==> config.mk <==
export PLATFORM = sky130hd
export DESIGN_NAME = aes_round_ctrl
export DESIGN_NICKNAME = d
export VERILOG_FILES = /design/src/rtl/aes_round_ctrl.sv
export SDC_FILE = /design/constraint.sdc
export NUM_CORES = 1
export LEC_CHECK = 0
export CORE_AREA = 5 5 251 253
export DETAILED_ROUTE_END_ITERATION = 16
export DIE_AREA = 0 0 256 258
export SLEW_MARGIN = 20
export SYNTH_ARGS = -nofsm -noshare
export SYNTH_HDL_FRONTEND = slang
export SYNTH_SLANG_ARGS = --single-unit
==> constraint.sdc <==
create_clock -name clk_i -period 3.2 [get_ports clk_i]
set_input_delay 0.8 -clock clk_i [delete_from_list [all_inputs] [get_ports clk_i]]
set_output_delay 0.8 -clock clk_i [all_outputs]
set_load 0.005 [all_outputs]
==> src/rtl/aes_round_ctrl.sv <==
// Iterative AES round sequencer: applies AddRoundKey locally and steps an external
// combinational round datapath once per cycle, NR rounds per block.
module aes_round_ctrl #(
  parameter int unsigned NR = 10,
  parameter int unsigned RW = 4
) (
  input  logic          clk_i,
  input  logic          rst_i,
  input  logic          in_valid_i,
  output logic          in_ready_o,
  input  logic [127:0]  in_data_i,
  output logic          out_valid_o,
  input  logic          out_ready_i,
  output logic [127:0]  out_data_o,
  output logic [RW-1:0] rk_idx_o,
  input  logic [127:0]  rk_in_i,
  output logic [127:0]  dp_state_o,
  output logic          dp_last_o,
  input  logic [127:0]  dp_result_i,
  output logic          busy_o
);

  typedef enum logic [1:0] {StIdle, StRound, StDone} state_e;

  localparam logic [RW-1:0] RndLast = RW'(NR);

  state_e        st_q, st_d;
  logic [RW-1:0] rnd_q, rnd_d;
  logic [127:0]  state_q, state_d;

  always_ff @(posedge clk_i) begin
    if (rst_i) begin
      st_q    <= StIdle;
      rnd_q   <= '0;
      state_q <= '0;
    end else begin
      st_q    <= st_d;
      rnd_q   <= rnd_d;
      state_q <= state_d;
    end
  end

  always_comb begin
    st_d    = st_q;
    rnd_d   = rnd_q;
    state_d = state_q;
    unique case (st_q)
      StIdle: begin
        if (in_valid_i) begin
          // Round-0 AddRoundKey; rk_idx is 0 while idle.
          state_d = in_data_i ^ rk_in_i;
          rnd_d   = RW'(1);
          st_d    = StRound;
        end
      end
      StRound: begin
        state_d = dp_result_i ^ rk_in_i;
        if (rnd_q == RndLast) begin
          st_d = StDone;
        end else begin
          rnd_d = rnd_q + RW'(1);
        end
      end
      StDone: begin
        if (out_ready_i) begin
          st_d  = StIdle;
          rnd_d = '0;
        end
      end
      default: begin
        st_d  = StIdle;
        rnd_d = '0;
      end
    endcase
  end

  // Every output is decoded from registers only.
  assign in_ready_o  = (st_q == StIdle);
  assign out_valid_o = (st_q == StDone);
  assign busy_o      = (st_q != StIdle);
  assign rk_idx_o    = (st_q == StRound) ? rnd_q : '0;
  assign dp_last_o   = (st_q == StRound) && (rnd_q == RndLast);
  assign dp_state_o  = state_q;
  assign out_data_o  = state_q;

endmodule

## Word level (Yosys, flattened, before mapping)

Index checks and enable logic that the tools add are counted.

| storage, ports and cells | value |
|---|---|
| input bits | 388 |
| word-level logic and storage cells | 31 |
| bits in registers | 134 |

| cells by class | value |
|---|---|
| add/subtract/negate cells | 1 |
| equality and inequality tests | 7 |
| reduce and logical (&&, ||, !) cells | 7 |
| bitwise logic cells | 2 |
| muxes and demuxes | 11 |

Operators with widths:

| operator | number |
|---|---|
| one-hot mux 128 bit (2 select lines) | 1 |
| XOR 128 bit | 2 |
| 2-to-1 mux 128 bit | 1 |
| 2-to-1 mux 4 bit | 4 |
| one-hot mux 4 bit (3 select lines) | 1 |
| 2-to-1 mux 2 bit | 3 |
| != test 2 bit (second input constant) | 3 |
| one-hot mux 2 bit (3 select lines) | 1 |
| AND reduction 3 bit | 2 |
| adder 4 x 1 -> 4 bit (second input constant) | 1 |
| equality test 4 bit (second input constant) | 1 |
| nonzero test 2 bit | 2 |
| equality test 2 x 1 -> 1 bit (second input constant) | 1 |
| equality test 2 bit (second input constant) | 1 |
| zero test 2 bit | 1 |
| != test 2 x 1 -> 1 bit (second input constant) | 1 |
| AND reduction 2 bit | 1 |
| logical AND 1 bit | 1 |

## Longest topological paths before layout

Gate-level depths: netlist (run 1).

| logic depth | value |
|---|---|
| word-level depth | 3 |
| depth in mapped cells | 8 |
| mapped depth without buffers | 6 |

## Least setup slack after synthesis (run 1)

No wires, ideal clock.

| path | value |
|---|---|
| path kind | register to output |
| start point | register st_q[0] |
| end point | output rk_idx_o[1] |
| path buffers | 4 |
| stages on the path, launching flop included | 7 |
| slack | 1,321 ps |
| arrival | 1,079 ps |
| required time | 2,400 ps |
| path through | dfxtp_1 -> buf_6 -> nor2b_4 -> buf_6 -> buf_6 -> buf_6 -> and2_1 |

| between the ends | value |
|---|---|
| word-level cells in the longest chain between the ends | 2 |

Ends and longest elaborated chain:

| element | line | source |
|---|---|---|
| start: declaration | 27 | `state_e st_q, st_d;` |
| start signal: assignment | 33 | `st_q <= StIdle;` |
| start signal: assignment | 37 | `st_q <= st_d;` |
| equality test 2 x 1 -> 1 bit | 81 | `assign rk_idx_o = (st_q == StRound) ? rnd_q : '0;` |
| 2-to-1 mux 4 bit | 81 |  |
| end: declaration | 15 | `output logic [RW-1:0] rk_idx_o,` |

No other way between the ends.

## Final worst setup path (run 1)

| path | value |
|---|---|
| start point | register rnd_q[0] |
| end point | output dp_last_o |

| between the ends | value |
|---|---|
| word-level cells in the longest chain between the ends | 2 |

Ends and longest elaborated chain:

| element | line | source |
|---|---|---|
| start: declaration | 28 | `logic [RW-1:0] rnd_q, rnd_d;` |
| start signal: assignment | 38 | `rnd_q <= rnd_d;` |
| equality test 4 bit | 82 | `assign dp_last_o = (st_q == StRound) && (rnd_q == RndLast);` |
| logical AND 1 bit | 82 |  |
| end: declaration | 18 | `output logic dp_last_o,` |

No other way between the ends.

==> results.sh, run 1 <==
export IMPL_post_cts_resized=0
export IMPL_synth_top_family_by_area="multiplexers"
export IMPL_die_width_um=256
export IMPL_syn_area_sq_mm=0.00768
export IMPL_finClkSkew_ns=0.0165
export IMPL_cpLargestDelayFamily="buffers and inverters"
export IMPL_r2r_start="st_q[0]"
export IMPL_setup_viol=0
export IMPL_grt_pass1_vias=8011
export IMPL_min_to="dp_state_o[71]"
export IMPL_rsz0062_at_grt="false"
export IMPL_cts_root_buf="clkbuf_16"
export IMPL_grt_pass1_wl_mm=50.2
export IMPL_core_rowCount=91
export IMPL_cap_violations=0
export IMPL_hold_depth=1
export IMPL_h_tree_depth=4
export IMPL_cts_tree="done"
export IMPL_cp_required_ns=2.40
export IMPL_drtPass1Iterations=4
export IMPL_synth_compound_area_share_pct=15.6
export IMPL_clk_pin_slew_ns=0.06
export IMPL_status="finished clean"
export IMPL_rrSetupSlack_ns=1.04
export IMPL_path_cells="inv_1, ha_1, nand3b_1, nor2_1, clkdlybuf4s50_1"
export IMPL_syn_inst=733
export IMPL_cts_buffers=17
export IMPL_viasPerCell=3.56
export IMPL_synthToLayoutAreaGrowth_pct=90.5
export IMPL_die_area_sq_mm=0.0660
export IMPL_io_pin_count=652
export IMPL_hold_buffers=0
export IMPL_drt_total_wl_mm=34.2
export IMPL_cp_end_kind="output port"
export IMPL_max_freq_mhz=360
export IMPL_yosys_area_share_adder_pct=0.326
export IMPL_dp_cells=2006
export IMPL_critical_path_class="reg -> out"
export IMPL_post_cts_repair_setup_buffers=0
export IMPL_hold_slack_ns=0.501
export IMPL_clk_latency_ns=0.46
export IMPL_dp_hpwl_mm=28.1
export IMPL_diodes=0
export IMPL_drc=0
export IMPL_timing_final_crit_share_pct=86.7
export IMPL_synth_mux_area_share_pct=16.7
export IMPL_regArea_sq_mm=0.00268
export IMPL_finalNonFillerCells=2037
export IMPL_clockBufferDepth=2
export IMPL_start_util_pct=12.6
export IMPL_leakage_nw=5.33
export IMPL_crit_path_start_kind="flip-flop"
export IMPL_vias=7247
export IMPL_synth_simple_gate_area_share_pct=1.73
export IMPL_synth_seq_cells=134
export IMPL_dieHeight_um=258
export IMPL_overflow=0
export IMPL_finalPower_w=0.00588
export IMPL_powerDensity_mw_per_mm2=402
export IMPL_slew_headroom_pct=55.3
export IMPL_cp_data_arrival_time_ns=1.97
export IMPL_syn_nets=1123
export IMPL_fill_cells=6488
export IMPL_finalCriticalPeriod_ns=2.77
export IMPL_rr_endpoint="dp_state_o[37]"
export IMPL_syn_area_per_cell_sq_um=10.5
export IMPL_min_path_type="reg -> reg"
export IMPL_nets=1625
export IMPL_grt_max_degree=129
export IMPL_yosysSeqAreaShare_pct=34.9
export IMPL_crit_fanout=6
export IMPL_worstMarginPinSlew_ns=0.670
export IMPL_worst_ir_drop_vdd_mv=0.295
export IMPL_drive_gt1_share_pct=2.89
export IMPL_antenna_found_initial=0
export IMPL_hold_viol=0
export IMPL_drtAntennaViolNets=0
export IMPL_initialDrtViolationCount=224
export IMPL_grtUsageTotal_pct=10.0
export IMPL_setup_tns_ns=0
export IMPL_slowest_delay_ns=0.55
export IMPL_finalMaxSlewViolations=0
export IMPL_routabilityCongestion=0.777
export IMPL_clock_sinks=134
export IMPL_multi_input_area_sq_mm=0.00378
export IMPL_r2r_cells=5
export IMPL_synth_xor_area_share_pct=14.7
export IMPL_core_sq_mm=0.0608
export IMPL_synth_cell_types=28
export IMPL_numPortBuffers=651
export IMPL_min_from="dp_state_o[71]"
export IMPL_synth_warnings=0
export IMPL_wire_per_inst_um=16.8
export IMPL_cp_buffers_inverters=2
export IMPL_cp_slowest_cell="clkdlybuf4s50_1"
[cell families after synthesis]
| family | after synthesis |
|---|---|
| flops | 134 |
| mux | 128 |
| buf+inv | 175 |
| xor+xnor | 129 |
| compound gates | 141 |
| fa+ha+maj | 2 |
| simple gates | 24 |
[cell usage in the layout (no fill, tap or decap)]
master and n:
clkinvlp_4 2, nor2_4 1, clkbuf_8 1, clkinv_4 1, o21ai_0 4, nand4_1 1, clkinv_2 4, buf_12 5
or3_1 1, inv_1 2, a21boi_0 1, ha_1 2, a31oi_1 1, nor2b_4 1, nand4b_1 1, a21oi_1 5
clkbuf_1 4, dfxtp_1 134, nor2b_1 2, clkbuf_16 17, xnor2_1 129, nand2b_1 1, nand3b_1 1, and2_1 3
nand2_1 1, a211oi_1 2, a22o_1 128, nor2_1 9, clkdlybuf4s50_1 651, bufinv_16 2, nor3_2 1, or2_2 1
mux2i_1 128
[report_power, final]
| part | leakage (nW) | total [W] | internal (W) | switching (W) |
|---|---|---|---|---|
| Clock | 0.270 | 0.00193 | 0.00115 | 0.000779 |
| Sequential | 1.11 | 0.00203 | 0.00184 | 0.000189 |
| Combinational | 3.95 | 0.00191 | 0.00130 | 0.000606 |
| Total | 5.33 | 0.00588 | 0.00430 | 0.00157 |
[routing by layer]
metal / vias to the layer above / global-route usage [%] / share of wire [%]
met5: - / 0 / 0
met4: 0 / 4.78 / 3.7
met3: 49 / 3.68 / 7.5
met2: 414 / 17.5 / 50
met1: 3310 / 10.8 / 39
li1: 3474 / - / -
[flip-flops by register name, summed over array words and instances (netlist names)]
register	count
rnd_q	4
st_q	2
dp_state_o	128
[worst reg2reg max path, delay by kind of cell (launching register included)]
kind	cells	cell delay (ns)
compound gates	1	0.18
xor+xnor	1	0.11
buf+inv	1	0.35
flops	1	0.49
mux	1	0.62
simple gates	1	0.30
[cell type report]
cell class	instances	area share [%]
Timing Repair Buffer	656	45.2
Clock buffer	22	3.10
Clock inverter	9	0.710
Sequential cell	134	18.3
Tap cell	790	6.76
Multi-Input combinational cell	424	25.8
Inverter	2	0.0513
[Yosys cell counts, drive strengths merged]
master,number,area share [%]
a211oi,2,0.20
a21boi,1,0.098
a21oi,5,0.33
a22o,128,15
a31oi,1,0.082
and2,3,0.24
buf,152,15
clkbuf,21,1.0
dfxtp,134,35
ha,2,0.33
inv,2,0.098
mux2i,128,17
nand2,1,0.049
nand2b,1,0.082
nand3b,1,0.098
nand4,1,0.082
nand4b,1,0.11
nor2,10,0.49
nor2b,3,0.34
nor3,1,0.065
o21ai,4,0.26
or2,1,0.082
or3,1,0.082
xnor2,129,15
[worst max-delay path by stage]
| stage | start | endpoint | slack, ns | cells after the start |
|---|---|---|---|---|
| CTS | rnd_q[0] | dp_last_o | 0.36 | 5 |
| finish | rnd_q[0] | dp_last_o | 0.43 | 5 |
| global route | rnd_q[0] | dp_last_o | 0.25 | 5 |
| floorplan | st_q[0] | rk_idx_o[1] | 1.32 | 6 |
| global placement | in_valid_i | dp_state_o[47] | 0.72 | 6 |
| detailed placement | in_valid_i | dp_state_o[49] | 0.72 | 6 |
[per-stage QoR]
stage / util (%) / setup slack [ns] / cell area (sq um)
CTS: 24.1 / 0.358 / 14600
finish: 24.1 / 0.425 / 14600
floorplan: - / 1.32 / 7680
detailed placement: 23.1 / 0.719 / 14100
global placement: 23.1 / 0.718 / 14100
global route: 24.1 / 0.247 / 14600
(Power assumes the default switching activity.)
==> run 2, diff against run 1 <==
CORE_AREA = 2 2 256 258   (was 5 5 251 253)
DIE_AREA = 0 0 258 260   (was 0 0 256 258)
==> run 2 against run 1 <==
- sequential cell count stayed put
- clock power grew 4%
- clock skew decreased by 0.0076 ns
- via count is essentially flat
- register-to-register slack improved by 0.02 ns
- combinational power about the same
- sequential power barely moved
- critical path depth unchanged
- routed wire length shrank 3.8%
- design area increased by 0.64%
- total power increased by 0.78%
- critical path type unchanged
==> results.sh, run 2 (synthesis results as in run 1) <==
export IMPL_h_tree_depth=4
export IMPL_initialDrtViolationCount=229
export IMPL_worstSetupPathDepth=5
export IMPL_nets=1624
export IMPL_post_cts_resized=0
export IMPL_slew_headroom_pct=34.7
export IMPL_cp_slowest_cell="clkdlybuf4s50_1"
export IMPL_critPathCapture="dp_last_o"
export IMPL_critical_path_class="reg -> out"
export IMPL_drive_gt1_share_pct=3.13
export IMPL_setup_viol=0
export IMPL_dp_hpwl_mm=26.0
export IMPL_rsz0062_at_grt="false"
export IMPL_numPortBuffers=651
export IMPL_startpoint="rnd_q[0]"
export IMPL_rrSetupSlack_ns=1.06
export IMPL_core_sq_mm=0.0641
export IMPL_hold_viol=0
export IMPL_r2r_cells=5
export IMPL_fill_cells=6811
export IMPL_cts_buffers=17
export IMPL_synthToLayoutAreaGrowth_pct=91.7
export IMPL_cp_required_ns=2.40
export IMPL_layout_common_cells="clkdlybuf4s50_1 (651), dfxtp_1 (134), xnor2_1 (129)"
export IMPL_leakage_nw=5.34
export IMPL_die_area_sq_mm=0.0671
export IMPL_grt_pass1_wl_mm=46.5
export IMPL_cp_end_kind="output port"
export IMPL_setup_tns_ns=0
export IMPL_drt_total_wl_mm=33.0
export IMPL_finalMaxSlewViolations=0
export IMPL_hold_buffers=0
export IMPL_r2r_start="st_q[0]"
export IMPL_max_freq_mhz=347
export IMPL_status="finished clean"
export IMPL_antenna_found_initial=2
export IMPL_clockBufferDepth=2
export IMPL_rr_endpoint="dp_state_o[42]"
export IMPL_grt_max_degree=130
export IMPL_cp_buffers_inverters=2
export IMPL_crit_path_start_kind="flip-flop"
export IMPL_layout_commonest_cell="clkdlybuf4s50_1"
export IMPL_clk_latency_ns=0.46
export IMPL_finalCriticalPeriod_ns=2.88
export IMPL_finClkSkew_ns=0.00890
export IMPL_io_pin_count=652
export IMPL_drtAntennaViolNets=0
export IMPL_min_path_type="reg -> reg"
export IMPL_grtUsageTotal_pct=9.38
export IMPL_core_rowCount=93
export IMPL_vias=7244
export IMPL_cpLargestDelayFamily="buffers and inverters"
export IMPL_slowest_delay_ns=0.56
export IMPL_worstMarginPinSlew_ns=0.979
export IMPL_worst_ir_drop_vdd_mv=0.263
export IMPL_wire_per_inst_um=15.7
export IMPL_die_width_um=258
export IMPL_routabilityCongestion=0.835
export IMPL_grt_pass1_vias=7378
export IMPL_finalNonFillerCells=2104
export IMPL_largest_register_ffs=128
export IMPL_start_util_pct=12.0
export IMPL_clock_sinks=134
export IMPL_finalPower_w=0.00592
export IMPL_cap_violations=0
export IMPL_cp_data_arrival_time_ns=2.08
export IMPL_clk_pin_slew_ns=0.06
export IMPL_drc=0
export IMPL_dieHeight_um=260
export IMPL_drtPass1Iterations=4
export IMPL_dp_cells=2070
export IMPL_crit_fanout=6
export IMPL_path_cells="inv_1, ha_1, nand3b_1, nor2_1, clkdlybuf4s50_1"
export IMPL_cts_root_buf="clkbuf_16"
export IMPL_viasPerCell=3.44
export IMPL_cts_tree="done"
export IMPL_timing_final_crit_share_pct=90.0
export IMPL_post_cts_repair_setup_buffers=0
export IMPL_overflow=0
export IMPL_powerDensity_mw_per_mm2=402
==> run 2: changes by cell type in the layout (fill, tap and decap cells not counted), sizes merged <==
cell	before	now
clkbuf	22	19
clkinv	5	8
diode	0	3
buf	5	4
==> run 2: worst min-delay path by stage <==
stage	slack, ns	endpoint	cells after the start	startpoint
after floorplan	0.48	rnd_q[3]	2	rnd_q[3]
after global placement	0.49	dp_state_o[78]	1	dp_state_o[78]
after detailed placement	0.49	dp_state_o[87]	1	dp_state_o[87]
after CTS	0.52	dp_state_o[78]	1	dp_state_o[78]
after global routing	0.53	dp_state_o[67]	1	dp_state_o[67]
final	0.51	dp_state_o[12]	1	dp_state_o[12]
==> run 2: power breakdown <==
| part | leakage (nW) | switching, W | total [W] | internal [W] |
|---|---|---|---|---|
| Clock | 0.285 | 0.000829 | 0.00201 | 0.00118 |
| Combinational | 3.94 | 0.000586 | 0.00189 | 0.00130 |
| Sequential | 1.11 | 0.000185 | 0.00203 | 0.00184 |
==> run 2: area by class of cell <==
cell class / count / area, sq um / area share (%)
well taps: 855 / 1070 / 7.27
inverters: 2 / 7.51 / 0.0510
diodes: 3 / 7.51 / 0.0510
multi-input cells: 424 / 3780 / 25.6
clock buffers: 19 / 453 / 3.08
flip-flops and latches: 134 / 2680 / 18.2
clock inverters: 12 / 130 / 0.884
repair buffers: 655 / 6600 / 44.8
==> run 2: per-layer routing <==
layer	part of all wire (%)	wire length, um	GRT usage, %
met5	0	0	0
met4	2.2	739	3.73
met3	8.3	2750	2.77
met2	52	17000	17.1
met1	38	12400	10.1
==> run 2: metrics by stage <==
| step | hold WS, ns | worst slack (ns) | area, sq um | utilization [%] |
|---|---|---|---|---|
| detailed placement | 0.491 | 0.613 | 14100 | 22.0 |
| CTS | 0.515 | 0.288 | 14700 | 23.0 |
| global route | 0.532 | 0.123 | 14700 | 23.0 |
| floorplan | 0.482 | 1.32 | 7680 | - |
| finish | 0.509 | 0.319 | 14700 | 23.0 |
| global placement | 0.490 | 0.691 | 14100 | 22.0 |
